### config.mk
export PLATFORM = sky130hd
export DESIGN_NAME = button_debounce
export DESIGN_NICKNAME = d
export VERILOG_FILES = /design/src/rtl/button_debounce.sv
export SDC_FILE = /design/constraint.sdc
export NUM_CORES = 1
export LEC_CHECK = 0
export ABC_CLOCK_PERIOD_IN_PS = 1970
export CAP_MARGIN = 15
export CORE_MARGIN = 3
export CORE_UTILIZATION = 30
export DETAILED_ROUTE_END_ITERATION = 8
export GPL_TIMING_DRIVEN = 0
export SYNTH_ARGS = -nofsm -noshare
export SYNTH_HDL_FRONTEND = slang
export SYNTH_SLANG_ARGS = --single-unit
export TNS_END_PERCENT = 20
### constraint.sdc
create_clock -name clk -period 1.97 [get_ports clk]
set_clock_uncertainty 0.2 [all_clocks]
set_input_delay 0.4925 -clock clk [delete_from_list [all_inputs] [get_ports clk]]
set_output_delay 0.4925 -clock clk [all_outputs]
set_load 0.005 [all_outputs]
### src/rtl/button_debounce.sv
// Debounces one raw pushbutton using a sampled stability count and produces a clean level.
// It also emits single-cycle press/release pulses, with optional auto-repeat while held.
module button_debounce #(
    parameter int STABLE_TICKS = 4,
    parameter int REPEAT_TICKS = 0
) (
    input  logic clk,
    input  logic reset,
    input  logic enable_in,
    input  logic btn_raw,
    output logic btn_level,
    output logic press_pulse,
    output logic release_pulse
);

    localparam int MAX_TICKS = (STABLE_TICKS > REPEAT_TICKS) ? STABLE_TICKS : REPEAT_TICKS;
    localparam int CW        = $clog2(MAX_TICKS) + 1;
    localparam logic [CW-1:0] STABLE_LAST = CW'(STABLE_TICKS - 1);
    localparam logic [CW-1:0] REPEAT_LAST = CW'((REPEAT_TICKS > 0) ? REPEAT_TICKS - 1 : 0);

    typedef enum logic [1:0] {
        IDLE,
        PRESS_WAIT,
        PRESSED,
        RELEASE_WAIT
    } state_t;

    state_t        state, state_n;
    logic [CW-1:0] cnt, cnt_n;
    logic [CW-1:0] rcnt, rcnt_n;
    logic          level_n, press_n, release_n;
    logic          s1, btn_sync;

    // NOTE: sequential state uses non-blocking assignments so every flop samples pre-edge values.
    always_ff @(posedge clk) begin
        if (!reset) begin
            s1       <= 1'b0;
            btn_sync <= 1'b0;
        end else begin
            s1       <= btn_raw;
            btn_sync <= s1;
        end
    end

    always_comb begin
        // NOTE: every combinational output gets a default first so no path infers a latch.
        state_n   = state;
        cnt_n     = cnt;
        rcnt_n    = rcnt;
        press_n   = 1'b0;
        release_n = 1'b0;

        case (state)
            IDLE: begin
                if (btn_sync) begin
                    state_n = PRESS_WAIT;
                    cnt_n   = '0;
                end
            end
            PRESS_WAIT: begin
                if (!btn_sync) begin
                    state_n = IDLE;
                    cnt_n   = '0;
                end else if (enable_in) begin
                    if (cnt == STABLE_LAST) begin
                        state_n = PRESSED;
                        rcnt_n  = '0;
                        press_n = 1'b1;
                    end else begin
                        cnt_n = cnt + 1'b1;
                    end
                end
            end
            PRESSED: begin
                if (!btn_sync) begin
                    state_n = RELEASE_WAIT;
                    cnt_n   = '0;
                    rcnt_n  = '0;
                end else if (REPEAT_TICKS > 0 && enable_in) begin
                    if (rcnt == REPEAT_LAST) begin
                        rcnt_n  = '0;
                        // With REPEAT_TICKS=1 this keeps press pulses from touching back to back.
                        press_n = !press_pulse;
                    end else begin
                        rcnt_n = rcnt + 1'b1;
                    end
                end
            end
            RELEASE_WAIT: begin
                if (btn_sync) begin
                    state_n = PRESSED;
                    rcnt_n  = '0;
                end else if (enable_in) begin
                    if (cnt == STABLE_LAST) begin
                        state_n   = IDLE;
                        release_n = 1'b1;
                    end else begin
                        cnt_n = cnt + 1'b1;
                    end
                end
            end
            default: state_n = IDLE;
        endcase

        level_n = (state_n == PRESSED) || (state_n == RELEASE_WAIT);
    end

    always_ff @(posedge clk) begin
        if (!reset) begin
            state         <= IDLE;
            cnt           <= '0;
            rcnt          <= '0;
            btn_level     <= 1'b0;
            press_pulse   <= 1'b0;
            release_pulse <= 1'b0;
        end else begin
            state         <= state_n;
            cnt           <= cnt_n;
            rcnt          <= rcnt_n;
            btn_level     <= level_n;
            press_pulse   <= press_n;
            release_pulse <= release_n;
        end
    end

endmodule

==> out/qor.yml <==
final_layout:
  syn_to_final_growth_pct: 21.90
  finalNonFillerCells: 65
  nNetsFinal: 56
  antenna_cells: 0
  final_util_pct: 39.68
  fin_area_um2: 529.3
  drive_gt1_share_pct: 16.00
die:
  die_height_um: 44.04
  die_w_um: 44.04
  dieArea_um2: 1940
  initial_core_util_pct: 32.55
  coreArea_um2: 1334
  num_rows: 13
  io_pins: 7
timing:
  rsz0062_at_grt: "no"
  period_share_pct: 94.50
  slew_headroom_pct: 70.14
  fin_hold_ws_ns: 0.2357
  tns_ns: 0
  max_freq_ghz: 0.5372
  setup_violations: 0
  slew_violations: 0
  worst_slack_ns: 0.1084
  hold_viol_final: 0
  period_minus_slack_ns: 1.862
  worst_pin_slew_ns: 0.4471
setup_path:
  worst-endpoint-required_ns: 1.28
  path_cells: "clkdlybuf4s50_1"
  start_kind: "register"
  cp_num_buf_inv: 1
  worstPathMaxFanout: 4
  crit_slowest_cell: "clkdlybuf4s50_1"
  critPathKind: "reg -> out"
  timing.critical_path.slowest_cell_delay_ns: 0.52
  end_kind: "output pin"
  worstPathArrival_ns: 1.17
  critPathTopFamily: "buffers and inverters"
detailed_routing:
  ant_nets: 0
  vias: 318
  finalWirelength_um: 732
  vias_per_cell: 4.892
  drc_errors: 0
  post_drt_wl_per_cell_um: 11.26
  drt-initial-drc-count: 5
  firstDrtPassIters: 4
cts:
  cts_buffers: 3
  ctsResizeCount: 0
  clk_latency_ns: 0.26
  tritoncts: "built"
  cts.sinks: 9
  path_clk_slew_ns: 0.06
  cts_setup_buffers: 0
  cts_hold_buf: 0
  htreeDepth: 1
  root_buffer: "clkbuf_4"
  clockBufferDepth: 2
global_route:
  antenna_found_initial: 0
  grt_use_total_pct: 9.251
  grt_pass1_vias: 281
  grt-ovfl-total: 0
  grt_pass1_wl_mm: 1.269
  grt_max_degree: 11
synthesis:
  yosys-top-cells-area: "dfxtp_1 41%, o2111ai_1 8.1%, mux2i_1 6.9%"
  synth_nets: 46
  synth_cells: 41
  ys_ff_latch: 9
  yosysWarnings: 0
  yosysUniqueCellTypes: 21
  synth_top_cell_by_area: "dfxtp_1"
  synth_top_area_share_pct: 41.50
  syn_area_um2: 434.2
  ys_seq_area_share_pct: 41.50
  syn_area_per_cell_um2: 10.59
placement:
  globalplace.congestion: 0.6762
  placed_area_um2: 503.0
  io_buffers: 5
  dp.cells: 61
  pre_cts_slack_ns: -0.05995
  post-dp-hpwl_um: 528.6
hold_path:
  min_path_type: "reg -> reg"
power_and_ir_drop:
  power.total_mw: 0.3556
  vdd_ir_drop_max_v: 0.0002479
  power.leakage_nw: 0.2014
  p_per_area_nw_per_um2: 671.8
run:
  drv_cap: 0
run_status:
  outcome: "completed"
[flip-flops by register name, summed over array words and instances, names as in the netlist]
signal         flops
cnt                3
btn_sync           1
state              1
s1                 1
btn_level          1
release_pulse      1
press_pulse        1
[cells in the final DEF, fill, tap and decap left out]
cell type / netlist / routed
dfxtp_1: 9 / 9
clkdlybuf4s50_1: 0 / 5
o2111ai_1: 4 / 4
inv_1: 4 / 4
mux2i_1: 3 / 3
clkbuf_4: 0 / 3
buf_6: 2 / 2
clkbuf_1: 1 / 2
and2_1: 2 / 2
nor2_1: 2 / 2
nor3b_1: 2 / 2
xnor2_2: 1 / 1
or3b_1: 1 / 1
nor3_1: 1 / 1
and2_4: 1 / 1
a2111oi_2: 1 / 1
nand4b_1: 1 / 1
xor2_1: 1 / 1
and3_1: 1 / 1
or2_1: 1 / 1
o211ai_1: 1 / 1
a311oi_1: 1 / 1
ha_1: 1 / 1
[power by group]
group	switching (mW)	leakage, nW	internal [mW]
Combinational	0.0123	0.113	0.0134
Clock	0.0642	0.0150	0.0780
Sequential	0.00214	0.0731	0.185
Total	0.0787	0.201	0.277
[layer usage]
| metal | part of all wire, % | track usage [%] |
|---|---|---|
| met1 | 50 | 13.07 |
| met2 | 41 | 10.47 |
| met3 | 8.2 | 6.504 |
| met4 | 0 | 3.614 |
| met5 | 0 | 0 |
[cell usage after synthesis]
library cell / number
dfxtp_1: 9
ha_1: 1
o211ai_1: 1
and2_1: 2
xor2_1: 1
or3b_1: 1
nor3_1: 1
a2111oi_2: 1
and2_4: 1
nor2_1: 2
xnor2_2: 1
nand4b_1: 1
inv_1: 4
nor3b_1: 2
o2111ai_1: 4
buf_6: 2
a311oi_1: 1
or2_1: 1
and3_1: 1
mux2i_1: 3
clkbuf_1: 1
[layout make-up]
cell class	instances	area, um2
plain buffers	3	26.28
clock buffers	4	26.28
multi-input cells	25	212.7
flip-flops and latches	9	180.2
well taps	15	18.77
fillers	128	804.5
repair buffers	5	50.05
inverters	4	15.01
[cell families (layout without fill, tap and decap cells)]
| kind of cell | Yosys count | in the layout | share of synthesized area, % |
|---|---|---|---|
| flip-flops | 9 | 9 | 41.50 |
| XOR/XNOR | 2 | 2 | 5.765 |
| AND/OR/NAND/NOR | 12 | 12 | 18.16 |
| adder cells (fa/ha/maj) | 1 | 1 | 2.881 |
| buffers and inverters | 7 | 16 | 9.508 |
| AO/OA/AOI/OAI | 7 | 7 | 15.27 |
| multiplexers | 3 | 3 | 6.917 |
[final timing paths]
path	from	end	slack [ns]	depth (start not counted)
max	btn_level$_SDFF_PN0_	btn_level	0.11	1
min	s1$_SDFF_PN0_	btn_sync$_SDFF_PN0_	0.24	1
max reg2reg	cnt[0]$_SDFFE_PN0P_	cnt[1]$_SDFFE_PN0P_	0.40	3
min reg2reg	s1$_SDFF_PN0_	btn_sync$_SDFF_PN0_	0.24	1
(Power assumes the default switching activity.)
